--- src/rtl/sam_stream_driver.sv ---
// Sequencer for the SAM serial interface: shifts one configuration word out while mode=1,
// then sends each message bit as a high/low pulse pair of length T_LONG/T_SHORT on str.
module sam_stream_driver #(
  parameter int KEY_W   = 8,
  parameter int T_LONG  = 20,
  parameter int T_SHORT = 12,
  parameter int GAP     = 4
) (
  input  logic             clk,
  input  logic             reset,
  input  logic             cfg_valid,
  output logic             cfg_ready,
  input  logic [3:0]       cfg_n,
  input  logic [KEY_W-1:0] cfg_d,
  input  logic [KEY_W-1:0] cfg_capsn,
  input  logic             msg_valid,
  output logic             msg_ready,
  input  logic [KEY_W-1:0] msg_data,
  output logic             str,
  output logic             mode,
  output logic             configured,
  output logic             busy
);

  localparam int CFG_W = 4 + 2 * KEY_W;

  typedef enum logic [3:0] {
    S_IDLE, S_READY, S_CFG_LEAD, S_CFG_SHIFT, S_CFG_TAIL,
    S_GAP, S_MSG_HI, S_MSG_LO, S_STOP_HI, S_STOP_LO
  } state_t;

  state_t           state_r;
  logic [4:0]       dur_cnt_r;
  logic [4:0]       bit_cnt_r;
  logic [CFG_W-1:0] cfg_sr_r;
  logic [3:0]       n_r;
  logic [KEY_W-1:0] msg_sr_r;
  logic             cfg_ready_r;
  logic             msg_ready_r;
  logic             configured_r;
  logic             busy_r;
  logic             str_r;
  logic             mode_r;
  logic             str_s;
  logic             mode_s;
  logic [4:0]       n_eff_s;
  logic [4:0]       shamt_s;
  logic [KEY_W-1:0] msg_load_s;
  logic             cfg_acc_s;
  logic             msg_acc_s;

  // A simultaneous configuration request wins, so the message handshake is masked that cycle.
  assign msg_ready  = msg_ready_r & ~cfg_valid;
  assign cfg_ready  = cfg_ready_r;
  assign configured = configured_r;
  assign busy       = busy_r;
  assign str        = str_r;
  assign mode       = mode_r;

  assign cfg_acc_s  = cfg_valid & cfg_ready_r;
  assign msg_acc_s  = msg_valid & msg_ready;
  assign shamt_s    = 5'(KEY_W) - n_eff_s;
  assign msg_load_s = msg_data << shamt_s;

  // Effective message length: zero or oversize lengths fall back to the full word.
  always_comb begin
    n_eff_s = {1'b0, n_r};
    if ((n_r == 4'd0) || ({1'b0, n_r} > 5'(KEY_W))) begin
      n_eff_s = 5'(KEY_W);
    end else begin
      n_eff_s = {1'b0, n_r};
    end
  end

  // Line levels implied by the current state; re-timed onto the falling edge below.
  always_comb begin
    str_s  = 1'b0;
    mode_s = 1'b0;
    case (state_r)
      S_CFG_LEAD:          mode_s = 1'b1;
      S_CFG_SHIFT: begin
        mode_s = 1'b1;
        str_s  = cfg_sr_r[CFG_W-1];
      end
      S_CFG_TAIL:          mode_s = 1'b1;
      S_MSG_HI, S_STOP_HI: str_s  = 1'b1;
      default: begin
        str_s  = 1'b0;
        mode_s = 1'b0;
      end
    endcase
  end

  // Main sequencer: state, duration/bit counters, shift registers and handshake outputs.
  always_ff @(posedge clk or negedge reset) begin
    if (!reset) begin
      state_r      <= S_IDLE;
      dur_cnt_r    <= 5'd0;
      bit_cnt_r    <= 5'd0;
      cfg_sr_r     <= '0;
      n_r          <= 4'd0;
      msg_sr_r     <= '0;
      cfg_ready_r  <= 1'b0;
      msg_ready_r  <= 1'b0;
      configured_r <= 1'b0;
      busy_r       <= 1'b0;
    end else begin
      case (state_r)
        S_IDLE, S_READY: begin
          if (cfg_acc_s) begin
            cfg_sr_r    <= {cfg_n, cfg_d, cfg_capsn};
            n_r         <= cfg_n;
            state_r     <= S_CFG_LEAD;
            cfg_ready_r <= 1'b0;
            msg_ready_r <= 1'b0;
            busy_r      <= 1'b1;
          end else if (msg_acc_s) begin
            msg_sr_r    <= msg_load_s;
            bit_cnt_r   <= n_eff_s - 5'd1;
            dur_cnt_r   <= msg_load_s[KEY_W-1] ? 5'(T_LONG - 1) : 5'(T_SHORT - 1);
            state_r     <= S_MSG_HI;
            cfg_ready_r <= 1'b0;
            msg_ready_r <= 1'b0;
            busy_r      <= 1'b1;
          end else begin
            cfg_ready_r <= 1'b1;
            msg_ready_r <= (state_r == S_READY);
            busy_r      <= 1'b0;
          end
        end
        S_CFG_LEAD: begin
          bit_cnt_r <= 5'(CFG_W - 1);
          state_r   <= S_CFG_SHIFT;
        end
        S_CFG_SHIFT: begin
          cfg_sr_r <= {cfg_sr_r[CFG_W-2:0], 1'b0};
          if (bit_cnt_r == 5'd0) begin
            state_r <= S_CFG_TAIL;
          end else begin
            bit_cnt_r <= bit_cnt_r - 5'd1;
          end
        end
        S_CFG_TAIL: begin
          dur_cnt_r <= 5'(GAP - 1);
          state_r   <= S_GAP;
        end
        S_GAP: begin
          if (dur_cnt_r == 5'd0) begin
            state_r      <= S_READY;
            cfg_ready_r  <= 1'b1;
            msg_ready_r  <= 1'b1;
            configured_r <= 1'b1;
            busy_r       <= 1'b0;
          end else begin
            dur_cnt_r <= dur_cnt_r - 5'd1;
          end
        end
        S_MSG_HI: begin
          if (dur_cnt_r == 5'd0) begin
            dur_cnt_r <= msg_sr_r[KEY_W-1] ? 5'(T_SHORT - 1) : 5'(T_LONG - 1);
            state_r   <= S_MSG_LO;
          end else begin
            dur_cnt_r <= dur_cnt_r - 5'd1;
          end
        end
        S_MSG_LO: begin
          if (dur_cnt_r != 5'd0) begin
            dur_cnt_r <= dur_cnt_r - 5'd1;
          end else if (bit_cnt_r == 5'd0) begin
            dur_cnt_r <= 5'(T_SHORT - 1);
            state_r   <= S_STOP_HI;
          end else begin
            msg_sr_r  <= {msg_sr_r[KEY_W-2:0], 1'b0};
            bit_cnt_r <= bit_cnt_r - 5'd1;
            dur_cnt_r <= msg_sr_r[KEY_W-2] ? 5'(T_LONG - 1) : 5'(T_SHORT - 1);
            state_r   <= S_MSG_HI;
          end
        end
        S_STOP_HI: begin
          if (dur_cnt_r == 5'd0) begin
            dur_cnt_r <= 5'(T_LONG - 1);
            state_r   <= S_STOP_LO;
          end else begin
            dur_cnt_r <= dur_cnt_r - 5'd1;
          end
        end
        S_STOP_LO: begin
          if (dur_cnt_r == 5'd0) begin
            dur_cnt_r <= 5'(GAP - 1);
            state_r   <= S_GAP;
          end else begin
            dur_cnt_r <= dur_cnt_r - 5'd1;
          end
        end
        default: begin
          state_r     <= S_IDLE;
          cfg_ready_r <= 1'b0;
          msg_ready_r <= 1'b0;
          busy_r      <= 1'b0;
        end
      endcase
    end
  end

  // Falling-edge copy of the line levels so SAM's rising-edge sampling sees settled data.
  always_ff @(negedge clk or negedge reset) begin
    if (!reset) begin
      str_r  <= 1'b0;
      mode_r <= 1'b0;
    end else begin
      str_r  <= str_s;
      mode_r <= mode_s;
    end
  end

endmodule

--- config.mk ---
export PLATFORM = sky130hd
export DESIGN_NAME = sam_stream_driver
export DESIGN_NICKNAME = d
export VERILOG_FILES = /design/src/rtl/sam_stream_driver.sv
export SDC_FILE = /design/constraint.sdc
export NUM_CORES = 1
export LEC_CHECK = 0
export CAP_MARGIN = 10
export CORE_MARGIN = 1
export CORE_UTILIZATION = 52
export DETAILED_ROUTE_END_ITERATION = 10
export PLACE_DENSITY = 0.75
export SLEW_MARGIN = 20
export SYNTH_ARGS = -nofsm -noshare
export SYNTH_HDL_FRONTEND = slang
export SYNTH_SLANG_ARGS = --single-unit
export TNS_END_PERCENT = 1
--- constraint.sdc ---
create_clock -name clk -period 3.4 [get_ports clk]
set_input_delay 0.51 -clock clk [delete_from_list [all_inputs] [get_ports clk]]
set_output_delay 0.51 -clock clk [all_outputs]
set_load 0.05 [all_outputs]
Word-level counts from Yosys, hierarchy flattened
Index checks and enable logic that the tools add are counted.
W data, S select, Z words.
{"block": "classes", "add_sub_neg": 4, "n_lt_le_gt_ge": 1, "n_eq_ne": 21, "shift": 1, "muxes": 48, "n_bitwise": 5, "reduce_logical": 22}
{"operator": "$mux W5", "n": 15}
{"operator": "$mux W4", "n": 10}
{"operator": "$pmux W20 S2", "n": 1}
{"operator": "$pmux W4 S9", "n": 1}
{"operator": "$pmux W5 S7", "n": 1}
{"operator": "$mux W8", "n": 4}
{"operator": "$ne A2 B2 Y1 const B", "n": 11}
{"operator": "$mux W20", "n": 1}
{"operator": "$pmux W5 S4", "n": 1}
{"operator": "$eq A4 B3 Y1 const B", "n": 4}
{"operator": "$pmux W8 S2", "n": 1}
{"operator": "$logic_not A5 Y1", "n": 2}
{"operator": "$sub A5 B1 Y5 const B", "n": 2}
{"operator": "$mux W1", "n": 9}
{"operator": "$pmux W1 S3", "n": 3}
{"operator": "$eq A4 B2 Y1 const B", "n": 2}
{"operator": "$eq A4 B4 Y1 const B", "n": 2}
{"operator": "$logic_not A4 Y1", "n": 2}
{"operator": "$reduce_and A2 Y1", "n": 4}
{"operator": "$reduce_and A4 Y1", "n": 2}
{"operator": "$shl A8 B5 Y8", "n": 1}
{"operator": "$reduce_and A7 Y1", "n": 1}
{"operator": "$reduce_bool A7 Y1", "n": 1}
{"operator": "$reduce_or A7 Y1", "n": 1}
{"operator": "15 further kinds", "n": 20}
{"block": "totals", "reg_bits": 52, "output_inout_bits": 6, "word_cells": 114}

Logic depth before layout (Yosys ltp)
{"block": "depth", "word_depth": 9, "depth_mapped": 11}

==> run_results.csv <==
group,metric,value,unit
cts,clockBufferDepth,2,
finish,layoutNonFillerInstCount,455,
power,power_density,925.3,nW/um^2
yosys,synth.distinct_cells,64,
cts,clock-root-buffer,"clkbuf_8",
yosys,synth_enable_flop_cells,0,
status,status,"finished clean",
critical_path,crit_chain,"buf_12",
yosys,syn_area_per_cell,9.180,sq um
routing,ant_nets,0,
routing,first_pass_iters,4,
critical_path,criticalPathCategory,"flip-flop to output port",
cts,cts_setup_buffers,0,
yosys,synth_area_leaders,"dfrtp_1 40%, mux2i_1 7.6%, nand2_1 5.9%",
placement,dp_hpwl,4872,um
finish,fin_nets,414,
yosys,synth-seq-area-share,41.20,%
critical_path,cp_num_buf_inv,1,
finish,layout_common_cells,"50 x nand2_1, 50 x dfrtp_1, 36 x o21ai_0",
critical_path,worstReg2RegStart,"state_r[2]$_DFFE_PN0P_",
routing,wire_per_inst,14.89,um
timing,rsz0062_at_grt,"no",
timing,worst_slew_pin_slew,0.6531,ns
cts,clk_latency,0.31,ns
yosys,synthCells,344,
critical_path,reg2regPathDepth,3,
floorplan,start_util,53.66,%
cts,cts_tree,"built",
placement,finalWeightedCongestion,0.8880,
cts,htree_levels,2,
placement,place_area,3654,sq um
finish,fill_cells,513,
yosys,syn-num-nets,379,
grt,grt_overflow_total,0,
floorplan,die_w,79.93,um
critical_path,crit_path_end_kind,"output port",
timing,finalSetupViolations,0,
critical_path,timing.rr.end,"mode$_DFF_NN0_",
finish,area_growth,18.50,%
routing,vias_per_cell,5.846,
grt,grt_max_degree,37,
critical_path,rrSetupSlack,0.50,ns
timing,slew_viol_final,0,
placement,placed_cells,447,
cts,ctsHoldBuffers,0,
timing,finClkSkew,0.01023,ns
yosys,netlist_area,3158,sq um
yosys,synth_top_area_share,39.62,%
yosys,ys_seq_elements,52,
finish,postLayoutCellArea,3742,sq um
power,power.leakage,1.505,nW
timing,tns,0,ns
cts,numClockSinks,52,
yosys,synth_area_leader_cell,"dfrtp_1",
flow_run,cap_viol_max_count,0,
yosys,synth_flop_cell,"dfrtp_1",
cts,cts_buffers,5,
placement,io_buffer_count,37,
min_path,worst_hold_path_type,"input pin to async pin",
finish,final_util,63.58,%
yosys,ys_warn_count,0,
critical_path,cp.arrival,2.59,ns
critical_path,slowest_delay,0.44,ns
timing,relSlewSlack,56.32,%
grt,grt_pass1_vias,2612,
finish,multi_input_area,1749,sq um
grt,grt_usage,24.11,%
grt,antenna_found_initial,0,
finish,drive_gt1_share,13.16,%
yosys,ys_async_sr_fraction,100.0,%
routing,drt_iter0_drc,239,
critical_path,cp_max_fo,1,
routing,vias,2660,
finish,seqCellArea,1301,sq um
routing,drc,0,
grt,grt_pass1_wl,12190,um
critical_path,path_depth,1,
cts,cts.repair.resized,0,
power,vdd_drop_max,599.2,uV
finish,diodes,0,
routing,wl,6774,um
floorplan,num_rows,28,
floorplan,io_pins,38,
floorplan,dieHeight,79.93,um
floorplan,die-area,6389,sq um
timing,hold_viol,0,
floorplan,core_area,5886,sq um
critical_path,cp.required,2.89,ns
critical_path,critPathLaunchType,"flip-flop",
critical_path,crit_path_top_delay_cell,"dfrtn_1",
cts,clk_pin_slew_worst_paths,0.11,ns
critical_path,crit_family,"flip-flops",
[flip-flops by register name (all words and copies together), names as in the netlist, 4 cells and up]
name and count:
state_r 4, msg_sr_r 8, n_r 4, bit_cnt_r 5, cfg_sr_r 20, dur_cnt_r 5
[per-layer routing]
layer / GRT usage [%] / up-vias / part of all wire [%]
met4: 7.143 / 0 / 1.3
met2: 39.06 / 63 / 48
li1: - / 1321 / -
met1: 32.65 / 1267 / 47
met5: 0 / - / 0
met3: 4.571 / 9 / 3.9
[through the flow]
stage,hold WS [ns],power (W),setup slack [ns]
after floorplan,0.2144,0.002588,0.4584
after global placement,0.4511,0.003042,0.5770
after detailed placement,0.4652,0.003094,0.5324
after CTS,0.1241,0.003474,0.2921
after global routing,0.1447,0.003784,0.2807
final,0.1163,0.003463,0.3017
[how the worst max path moves through the flow]
| stage | start | to |
|---|---|---|
| final | mode$_DFF_NN0_ | mode |
| after global routing | str$_DFF_NN0_ | str |
| after CTS | mode$_DFF_NN0_ | mode |
| after detailed placement | state_r[2]$_DFFE_PN0P_ | mode$_DFF_NN0_ |
| after global placement | state_r[2]$_DFFE_PN0P_ | mode$_DFF_NN0_ |
| after floorplan | state_r[3]$_DFFE_PN0P_ | str$_DFF_NN0_ |
[where the power goes]
group / switching [W] / leakage (nW) / internal (W)
logic: 0.00107 / 0.819 / 0.000890
registers: 0.000241 / 0.645 / 0.000903
clock network: 0.000216 / 0.0414 / 0.000147
total: 0.00152 / 1.50 / 0.00194
[kinds of logic (layout without fill, tap and decap cells)]
family / Yosys count / after routing / synth area share, %
compound gates: 103 / 103 / 21.40
fa+ha+maj: 3 / 3 / 1.189
mux: 38 / 38 / 13.67
buf+inv: 30 / 66 / 3.882
simple gates: 115 / 115 / 17.83
flops: 52 / 52 / 41.20
xor+xnor: 3 / 3 / 0.8322
[Yosys cell counts (2+ instances only)]
master    count
nor3_1        9
nor2b_1       5
o21bai_1      4
nand3_1       7
xnor2_1       2
o21ai_0      36
buf_1         4
a21oi_1      22
o211ai_1      3
mux2_2       11
mux2i_1      24
mux4_2        3
a22o_1        3
nor3b_1       2
or2_2         2
ha_1          3
o311ai_0      2
inv_1         8
clkbuf_1     11
nand2_1      50
dfrtn_1       2
dfrtp_1      50
buf_2         5
o21ai_1       2
nand3b_1      2
a22oi_1       5
nor2_1       21
o31ai_1       5
a32oi_1       2
nand2b_1      5
[final cells by class]
type | instances | share of cell area [%]
Multi-Input combinational cell | 262 | 46.74
Sequential cell | 52 | 34.77
Timing Repair Buffer | 49 | 12.70
Tap cell | 75 | 2.508
Clock buffer | 6 | 1.939
Inverter | 9 | 0.9027
Clock inverter | 2 | 0.4346
(Power assumes the default switching activity.)
